===== config.mk =====
export PLATFORM = sky130hd
export DESIGN_NAME = pipe_hazard_ctrl_flat
export DESIGN_NICKNAME = d
export VERILOG_FILES = /design/src/rtl/pipe_hazard_ctrl_pkg.sv /design/src/rtl/pipe_hazard_ctrl_if.sv /design/src/rtl/pipe_hazard_ctrl_mem_wait_timer.sv /design/src/rtl/pipe_hazard_ctrl.sv /design/src/flat_wrapper.sv
export SDC_FILE = /design/constraint.sdc
export NUM_CORES = 1
export LEC_CHECK = 0
export BUFFER_PORTS_ARGS = -buffer_cell sky130_fd_sc_hd__buf_2
export CAP_MARGIN = 20
export CORE_MARGIN = 10
export CORE_UTILIZATION = 38
export DETAILED_ROUTE_END_ITERATION = 10
export PLACE_DENSITY = 0.85
export SYNTH_ARGS = -nofsm -noshare
export SYNTH_HDL_FRONTEND = slang
export SYNTH_SLANG_ARGS = --single-unit

===== constraint.sdc =====
create_clock -name clk -period 3.62 [get_ports clk]
set_clock_uncertainty 0.15 [all_clocks]
set_input_delay 0.362 -clock clk [delete_from_list [all_inputs] [get_ports clk]]
set_output_delay 0.362 -clock clk [all_outputs]
set_load 0.03 [all_outputs]

===== src/rtl/pipe_hazard_ctrl_pkg.sv =====
// Shared encodings for the pipeline hazard controller: timer FSM states and
// EXE operand forwarding source selects.
// Latency: n/a (types/constants only). Backpressure: n/a.
package pipe_ctrl_pkg;

    // Memory-wait timer FSM states
    typedef logic [1:0] state_t;
    localparam state_t ST_RUN  = 2'd0;
    localparam state_t ST_WAIT = 2'd1;
    localparam state_t ST_DONE = 2'd2;

    // EXE operand source select
    typedef logic [1:0] fwd_sel_t;
    localparam fwd_sel_t FWD_REG = 2'd0;
    localparam fwd_sel_t FWD_MEM = 2'd1;
    localparam fwd_sel_t FWD_WB  = 2'd2;

endpackage


===== src/rtl/pipe_hazard_ctrl_if.sv =====
// Bundle of stage-status inputs and stage-control outputs of the hazard controller.
// Latency: n/a (wiring only). Backpressure: n/a; the controller itself is the stall source.
// Modports: master = pipeline side (drives stage status), slave = controller.
interface pipe_hazard_ctrl_if #(
    parameter int REG_ADDR_LEN = 4
);
    import pipe_ctrl_pkg::*;

    // stage status from the pipeline registers
    logic [REG_ADDR_LEN-1:0] id_src1;
    logic [REG_ADDR_LEN-1:0] id_src2;
    logic                    id_src2_use;
    logic [REG_ADDR_LEN-1:0] exe_src1;
    logic [REG_ADDR_LEN-1:0] exe_src2;
    logic [REG_ADDR_LEN-1:0] exe_dest;
    logic                    exe_wb_en;
    logic                    exe_mem_rd;
    logic [REG_ADDR_LEN-1:0] mem_dest;
    logic                    mem_wb_en;
    logic                    mem_acc;
    logic [REG_ADDR_LEN-1:0] wb_dest;
    logic                    wb_wb_en;
    logic                    branch_taken;

    // stage control back to the pipeline registers
    logic     if_en;
    logic     id_en;
    logic     exe_en;
    logic     mem_en;
    logic     wb_en;
    logic     id_flush;
    logic     exe_flush;
    logic     wb_flush;
    fwd_sel_t fwd_sel_a;
    fwd_sel_t fwd_sel_b;
    logic     mem_busy;

    modport master (
        output id_src1, id_src2, id_src2_use, exe_src1, exe_src2, exe_dest,
               exe_wb_en, exe_mem_rd, mem_dest, mem_wb_en, mem_acc,
               wb_dest, wb_wb_en, branch_taken,
        input  if_en, id_en, exe_en, mem_en, wb_en, id_flush, exe_flush,
               wb_flush, fwd_sel_a, fwd_sel_b, mem_busy
    );

    modport slave (
        input  id_src1, id_src2, id_src2_use, exe_src1, exe_src2, exe_dest,
               exe_wb_en, exe_mem_rd, mem_dest, mem_wb_en, mem_acc,
               wb_dest, wb_wb_en, branch_taken,
        output if_en, id_en, exe_en, mem_en, wb_en, id_flush, exe_flush,
               wb_flush, fwd_sel_a, fwd_sel_b, mem_busy
    );

endinterface


===== src/rtl/pipe_hazard_ctrl_mem_wait_timer.sv =====
// Data-memory wait timer: holds mem_stall for exactly MEM_WAIT cycles per access.
// Latency: mem_stall is combinational on the access cycle; release cycle follows the last stall cycle.
// Backpressure: during the DONE release cycle mem_acc is ignored so the frozen access can retire.
// Ports: clk, rst (sync, active-high), mem_acc in, mem_stall out.
module mem_wait_timer
    import pipe_ctrl_pkg::*;
#(
    parameter int MEM_WAIT = 4,
    parameter int CNT_LEN  = 3
) (
    input  logic clk,
    input  logic rst,
    input  logic mem_acc,
    output logic mem_stall
);

    // Counter preload: the RUN cycle and the cnt==0 WAIT cycle are both stall
    // cycles, so MEM_WAIT-2 extra WAIT cycles remain.
    localparam logic [CNT_LEN-1:0] CNT_INIT = CNT_LEN'((MEM_WAIT >= 2) ? (MEM_WAIT - 2) : 0);

    state_t             state_q, state_d;
    logic [CNT_LEN-1:0] cnt_q, cnt_d;

    always_comb begin
        state_d = state_q;
        cnt_d   = cnt_q;
        case (state_q)
            ST_RUN: begin
                if (mem_acc) begin
                    if (MEM_WAIT == 1) begin
                        state_d = ST_DONE;
                    end else begin
                        state_d = ST_WAIT;
                        cnt_d   = CNT_INIT;
                    end
                end
            end
            ST_WAIT: begin
                if (cnt_q == '0) begin
                    state_d = ST_DONE;
                end else begin
                    cnt_d = cnt_q - CNT_LEN'(1);
                end
            end
            ST_DONE: state_d = ST_RUN;
            default: state_d = ST_RUN;
        endcase
    end

    assign mem_stall = ((state_q == ST_RUN) && mem_acc) || (state_q == ST_WAIT);

    always_ff @(posedge clk) begin
        if (rst) begin
            state_q <= ST_RUN;
            cnt_q   <= '0;
        end else begin
            state_q <= state_d;
            cnt_q   <= cnt_d;
        end
    end

endmodule


===== src/rtl/pipe_hazard_ctrl.sv =====
// Pipeline hazard controller: per-stage enables/bubbles from memory stall, branch flush, load-use.
// Latency: outputs are combinational from timer state and current inputs.
// Backpressure: memory stall freezes IF..MEM and bubbles WB; hazards freeze IF/ID for one slot.
// Ports: clk, rst (sync, active-high), bus (pipe_hazard_ctrl_if.slave).
// Build option FORWARDING_EN: EXE forwarding selects, only load-use hazards stall.
module pipe_hazard_ctrl
    import pipe_ctrl_pkg::*;
#(
    parameter int REG_ADDR_LEN = 4,
    parameter int MEM_WAIT     = 4,
    parameter int CNT_LEN      = 3
) (
    input  logic                clk,
    input  logic                rst,
    pipe_hazard_ctrl_if.slave   bus
);

    function automatic logic reg_match(input logic [REG_ADDR_LEN-1:0] r,
                                       input logic [REG_ADDR_LEN-1:0] s1,
                                       input logic [REG_ADDR_LEN-1:0] s2,
                                       input logic                    s2_use);
        return (r == s1) || (s2_use && (r == s2));
    endfunction

    function automatic fwd_sel_t fwd_pick(input logic [REG_ADDR_LEN-1:0] src,
                                          input logic                    m_wb,
                                          input logic [REG_ADDR_LEN-1:0] m_dst,
                                          input logic                    w_wb,
                                          input logic [REG_ADDR_LEN-1:0] w_dst);
        // MEM holds the younger result, so it wins over WB
        if (m_wb && (m_dst == src))      return FWD_MEM;
        else if (w_wb && (w_dst == src)) return FWD_WB;
        else                             return FWD_REG;
    endfunction

    logic     mem_stall;
    logic     hazard;
    fwd_sel_t fwd_a, fwd_b;

    mem_wait_timer #(
        .MEM_WAIT (MEM_WAIT),
        .CNT_LEN  (CNT_LEN)
    ) u_timer (
        .clk       (clk),
        .rst       (rst),
        .mem_acc   (bus.mem_acc),
        .mem_stall (mem_stall)
    );

`ifdef FORWARDING_EN
    // Only a load in EXE cannot be forwarded in time
    assign hazard = bus.exe_wb_en && bus.exe_mem_rd &&
                    reg_match(bus.exe_dest, bus.id_src1, bus.id_src2, bus.id_src2_use);
    assign fwd_a  = fwd_pick(bus.exe_src1, bus.mem_wb_en, bus.mem_dest, bus.wb_wb_en, bus.wb_dest);
    assign fwd_b  = fwd_pick(bus.exe_src2, bus.mem_wb_en, bus.mem_dest, bus.wb_wb_en, bus.wb_dest);
`else
    // Without forwarding any in-flight producer in EXE or MEM blocks ID
    assign hazard = (bus.exe_wb_en && reg_match(bus.exe_dest, bus.id_src1, bus.id_src2, bus.id_src2_use)) ||
                    (bus.mem_wb_en && reg_match(bus.mem_dest, bus.id_src1, bus.id_src2, bus.id_src2_use));
    assign fwd_a  = FWD_REG;
    assign fwd_b  = FWD_REG;
    logic unused_fwd_inputs;
    assign unused_fwd_inputs = ^{bus.exe_src1, bus.exe_src2, bus.exe_mem_rd, bus.wb_dest, bus.wb_wb_en,
                                 fwd_pick(bus.exe_src1, 1'b0, '0, 1'b0, '0)};
`endif

    always_comb begin
        bus.if_en     = 1'b1;
        bus.id_en     = 1'b1;
        bus.exe_en    = 1'b1;
        bus.mem_en    = 1'b1;
        bus.wb_en     = 1'b1;
        bus.id_flush  = 1'b0;
        bus.exe_flush = 1'b0;
        bus.wb_flush  = 1'b0;
        bus.fwd_sel_a = FWD_REG;
        bus.fwd_sel_b = FWD_REG;
        bus.mem_busy  = 1'b0;
        if (!rst) begin
            bus.fwd_sel_a = fwd_a;
            bus.fwd_sel_b = fwd_b;
            if (mem_stall) begin
                // EXE is frozen, so a pending branch is seen again after release
                bus.if_en    = 1'b0;
                bus.id_en    = 1'b0;
                bus.exe_en   = 1'b0;
                bus.mem_en   = 1'b0;
                bus.wb_flush = 1'b1;
                bus.mem_busy = 1'b1;
            end else if (bus.branch_taken) begin
                // squashes the ID instruction too, so any hazard on it is moot
                bus.id_flush  = 1'b1;
                bus.exe_flush = 1'b1;
            end else if (hazard) begin
                bus.if_en     = 1'b0;
                bus.id_en     = 1'b0;
                bus.exe_flush = 1'b1;
            end
        end
    end

endmodule


===== src/flat_wrapper.sv =====
// flat-port wrapper written by rule: the top's interface ports become plain ports
module pipe_hazard_ctrl_flat import pipe_ctrl_pkg::*;
#(
    parameter int REG_ADDR_LEN = 4,
    parameter int MEM_WAIT     = 4,
    parameter int CNT_LEN      = 3
)
  (clk, rst, bus_id_src1, bus_id_src2, bus_id_src2_use, bus_exe_src1, bus_exe_src2, bus_exe_dest, bus_exe_wb_en, bus_exe_mem_rd, bus_mem_dest, bus_mem_wb_en, bus_mem_acc, bus_wb_dest, bus_wb_wb_en, bus_branch_taken, bus_if_en, bus_id_en, bus_exe_en, bus_mem_en, bus_wb_en, bus_id_flush, bus_exe_flush, bus_wb_flush, bus_fwd_sel_a, bus_fwd_sel_b, bus_mem_busy);
  pipe_hazard_ctrl_if #(.REG_ADDR_LEN(REG_ADDR_LEN)) bus_i ();
  input  logic clk;
  input  logic rst;
  input wire logic [$bits(bus_i.id_src1)-1:0] bus_id_src1;
  input wire logic [$bits(bus_i.id_src2)-1:0] bus_id_src2;
  input wire logic [$bits(bus_i.id_src2_use)-1:0] bus_id_src2_use;
  input wire logic [$bits(bus_i.exe_src1)-1:0] bus_exe_src1;
  input wire logic [$bits(bus_i.exe_src2)-1:0] bus_exe_src2;
  input wire logic [$bits(bus_i.exe_dest)-1:0] bus_exe_dest;
  input wire logic [$bits(bus_i.exe_wb_en)-1:0] bus_exe_wb_en;
  input wire logic [$bits(bus_i.exe_mem_rd)-1:0] bus_exe_mem_rd;
  input wire logic [$bits(bus_i.mem_dest)-1:0] bus_mem_dest;
  input wire logic [$bits(bus_i.mem_wb_en)-1:0] bus_mem_wb_en;
  input wire logic [$bits(bus_i.mem_acc)-1:0] bus_mem_acc;
  input wire logic [$bits(bus_i.wb_dest)-1:0] bus_wb_dest;
  input wire logic [$bits(bus_i.wb_wb_en)-1:0] bus_wb_wb_en;
  input wire logic [$bits(bus_i.branch_taken)-1:0] bus_branch_taken;
  output wire logic [$bits(bus_i.if_en)-1:0] bus_if_en;
  output wire logic [$bits(bus_i.id_en)-1:0] bus_id_en;
  output wire logic [$bits(bus_i.exe_en)-1:0] bus_exe_en;
  output wire logic [$bits(bus_i.mem_en)-1:0] bus_mem_en;
  output wire logic [$bits(bus_i.wb_en)-1:0] bus_wb_en;
  output wire logic [$bits(bus_i.id_flush)-1:0] bus_id_flush;
  output wire logic [$bits(bus_i.exe_flush)-1:0] bus_exe_flush;
  output wire logic [$bits(bus_i.wb_flush)-1:0] bus_wb_flush;
  output wire logic [$bits(bus_i.fwd_sel_a)-1:0] bus_fwd_sel_a;
  output wire logic [$bits(bus_i.fwd_sel_b)-1:0] bus_fwd_sel_b;
  output wire logic [$bits(bus_i.mem_busy)-1:0] bus_mem_busy;
  assign bus_i.id_src1 = bus_id_src1;
  assign bus_i.id_src2 = bus_id_src2;
  assign bus_i.id_src2_use = bus_id_src2_use;
  assign bus_i.exe_src1 = bus_exe_src1;
  assign bus_i.exe_src2 = bus_exe_src2;
  assign bus_i.exe_dest = bus_exe_dest;
  assign bus_i.exe_wb_en = bus_exe_wb_en;
  assign bus_i.exe_mem_rd = bus_exe_mem_rd;
  assign bus_i.mem_dest = bus_mem_dest;
  assign bus_i.mem_wb_en = bus_mem_wb_en;
  assign bus_i.mem_acc = bus_mem_acc;
  assign bus_i.wb_dest = bus_wb_dest;
  assign bus_i.wb_wb_en = bus_wb_wb_en;
  assign bus_i.branch_taken = bus_branch_taken;
  assign bus_if_en = bus_i.if_en;
  assign bus_id_en = bus_i.id_en;
  assign bus_exe_en = bus_i.exe_en;
  assign bus_mem_en = bus_i.mem_en;
  assign bus_wb_en = bus_i.wb_en;
  assign bus_id_flush = bus_i.id_flush;
  assign bus_exe_flush = bus_i.exe_flush;
  assign bus_wb_flush = bus_i.wb_flush;
  assign bus_fwd_sel_a = bus_i.fwd_sel_a;
  assign bus_fwd_sel_b = bus_i.fwd_sel_b;
  assign bus_mem_busy = bus_i.mem_busy;
  pipe_hazard_ctrl #(.REG_ADDR_LEN(REG_ADDR_LEN), .MEM_WAIT(MEM_WAIT), .CNT_LEN(CNT_LEN)) u_core (.clk(clk), .rst(rst), .bus(bus_i));
endmodule

==> metrics.md <==
| Metric | Value |
|---|---|
| Hold-critical path depth | `2` |
| Sequential area share after synthesis | `0.1896` |
| Layout cells sized above 1 | `0.3571` |
| CTS Buf Count | `3` |
| Cell variety after synth | `26` |
| Reg2Reg Setup Slack | `2.08 ns` |
| Postcts setup bufs | `0` |
| #FFs+latches synth | `5` |
| Worst Min Path Start | `rst` |
| Die height | `57.28 um` |
| Final instance area | `674.4 um2` |
| Period utilization | `0.5501` |
| Minimum clock period | `1.992 ns` |
| GR Util All Layers | `0.08469` |
| Max Cap Viol | `0` |
| Final net count | `138` |
| Sequential cell area | `100.1 um2` |
| Arr. time, crit path | `1.48 ns` |
| P_leak | `0.3414 nW` |
| Total placed instance area | `648.1 um2` |
| TritonCTS Sinks | `5` |
| Initial core utilization | `0.4058` |
| Reg-to-Reg Start | `u_core.u_timer.cnt_q[0]` |
| IO buf count | `30` |
| Design Power | `0.2559 mW` |
| CTS hold repair buffers | `0` |
| FF-to-FF path depth | `6` |
| PostCTS Resize Cnt | `0` |
| Vias | `547` |
| CTS tree | `done` |
| # diodes | `0` |
| Crit Path Category | `primary input to primary output` |
| Yosys warns | `0` |
| Crit path required time | `3.11 ns` |
| # rows | `13` |
| Grt total ovfl | `0` |
| Avg Cell Area, Syn | `7.652 um2` |
| Die W | `57.28 um` |
| Routability cong. | `0.8065` |
| Top cells by area, synth | `dfxtp_1 (19%), xor2_1 (17%), buf_4 (11%)` |
| Initial drt markers | `9` |
| Area of the multi-input gates | `352.8 um2` |
| DP HPWL | `1277 um` |
| Commonest non-fill, non-tap cell in the layout | `buf_2` |
| Worst-path clk slew | `0.05 ns` |
| Crit Path Max Fanout | `3` |
| Yosys top cell by area | `dfxtp_1` |
| Setup tns final | `0 ns` |
| Initial antenna violation count | `0` |
| Synth-to-Final Area Change | `27.73%` |
| Top cell type's share of synthesized area | `0.1896` |
| Max Buffers Root-to-Sink | `2` |
| Number of global-route vias before repair | `583` |
| Post-synthesis cell count | `69` |
| Root Driver | `clkbuf_4` |
| VDD IR-drop max | `0.1253 mV` |
| Most frequent cells in the layout | `buf_2 (30), xor2_1 (10), nor2_1 (7)` |
| WL final | `1393 um` |
| Status | `finished clean` |
| Largest net degree at the start of global routing | `7` |
| IO Pins | `50` |
| Worst min-delay path class | `primary input to flip-flop` |
| Router iterations before antenna repair | `4` |
| Post-Syn Area | `528.0 um2` |
| DR WL/cell | `12.33 um` |
| Post-layout util | `0.5183` |
| H-tree level count | `1` |
| Fillcell total | `146` |
| Peak Freq | `502.1 MHz` |
| Startpoint Class | `primary input` |
| Final hold violation count | `0` |
| Reg-to-Reg End | `u_core.u_timer.cnt_q[2]` |
| Global-route wire length before repair | `2297 um` |
| Setup crit end kind | `primary output` |
| End of the worst hold path | `u_core.u_timer.state_q[0]` |
| Core ar. | `1301 um2` |
| Cell Pwr Density | `379.4 nW/um2` |
| Post-DRT Antenna Nets | `0` |
| Final Non-Filler Cells | `113` |
| Final setup violation count | `0` |
| Skew-Pair Late Insertion Delay | `0.24 ns` |
| Final Max Slew Viols | `0` |
| RSZ-0062 raised after global routing | `false` |
| DRC viols | `0` |
| Vias per Instance | `4.841` |
| Placed Instances | `109` |
| Die area | `3280 um2` |
critical path: stages:
cell and delay (ns):
buf_2 0.12, a22oi_2 0.16, o2111ai_1 0.12, o311ai_1 0.38, o21a_1 0.15, buf_2 0.19
metal layers:
layer / global-route usage / vias to the layer above / part of all wire
met5: 0 / - / 0
li1: - / 274 / -
met1: 0.07417 / 239 / 0.38
met3: 0.05752 / 4 / 0.14
met2: 0.1411 / 30 / 0.46
met4: 0.05034 / 0 / 0.026
how the worst max path moves through the flow:
stage | from | end | slack [ns]
global placement | bus_id_src2[1] | bus_exe_flush | 1.62
floorplan | bus_mem_dest[2] | bus_if_en | 1.46
CTS | bus_id_src2[1] | bus_exe_flush | 1.61
finish | bus_id_src2[1] | bus_exe_flush | 1.63
global route | bus_id_src1[3] | bus_exe_flush | 1.55
detailed placement | bus_id_src2[1] | bus_exe_flush | 1.61
registers in the layout, summed over array words and instances, names as in the netlist:
| signal | cells |
|---|---|
| u_core.u_timer.cnt_q | 3 |
| u_core.u_timer.state_q | 2 |
cell usage after synthesis:
cell type and instances:
xor2_1 10, buf_4 8, nor2_1 7, inv_1 6, dfxtp_1 5, xnor2_1 5
nand2_1 4, a31oi_1 2, conb_1 2, ha_1 2, nor2b_1 2, nor3_1 2
a21o_1 1, a21oi_1 1, a22oi_2 1, a311oi_1 1, and2_1 1, inv_2 1
nand4_1 1, nor3b_1 1, nor4_1 1, o2111ai_1 1, o21a_1 1, o21bai_1 1
o221ai_1 1, o311ai_1 1
area by class of cell:
cell class	count	share of cell area
multi-input cells	52	0.5232
repair buffers	30	0.2226
well taps	15	0.02783
clock buffers	4	0.03896
inverters	7	0.03896
flip-flops and latches	5	0.1484
power by group:
group / internal (mW) / total, mW / switching [mW] / leakage, nW
clock: 0.0419 / 0.0677 / 0.0259 / 0.0150
sequential: 0.0643 / 0.0697 / 0.00538 / 0.0413
combinational: 0.0458 / 0.118 / 0.0727 / 0.285
through the flow:
stage          hold WS, ns  worst slack (ns)
2_1_floorplan       0.2836             1.465
3_3_place_gp        0.3378             1.619
3_5_place_dp        0.3516             1.612
4_1_cts             0.1901             1.611
5_1_grt             0.2177             1.547
6_report            0.1948             1.629
kinds of logic (layout without fill, tap and decap cells):
logic type / count (synthesis) / count (layout) / share of synthesized area
xor gates and xnor gates: 15 / 15 / 0.2488
DFF: 5 / 5 / 0.1896
other: 2 / 5 / 0.01422
and+or+nand+nor: 19 / 19 / 0.1706
AOI/OAI and AO/OA: 11 / 11 / 0.1659
buffers and inverters: 15 / 41 / 0.1635
adders and majority gates: 2 / 2 / 0.04739
Note: power is estimated with default switching activity, not from simulation.
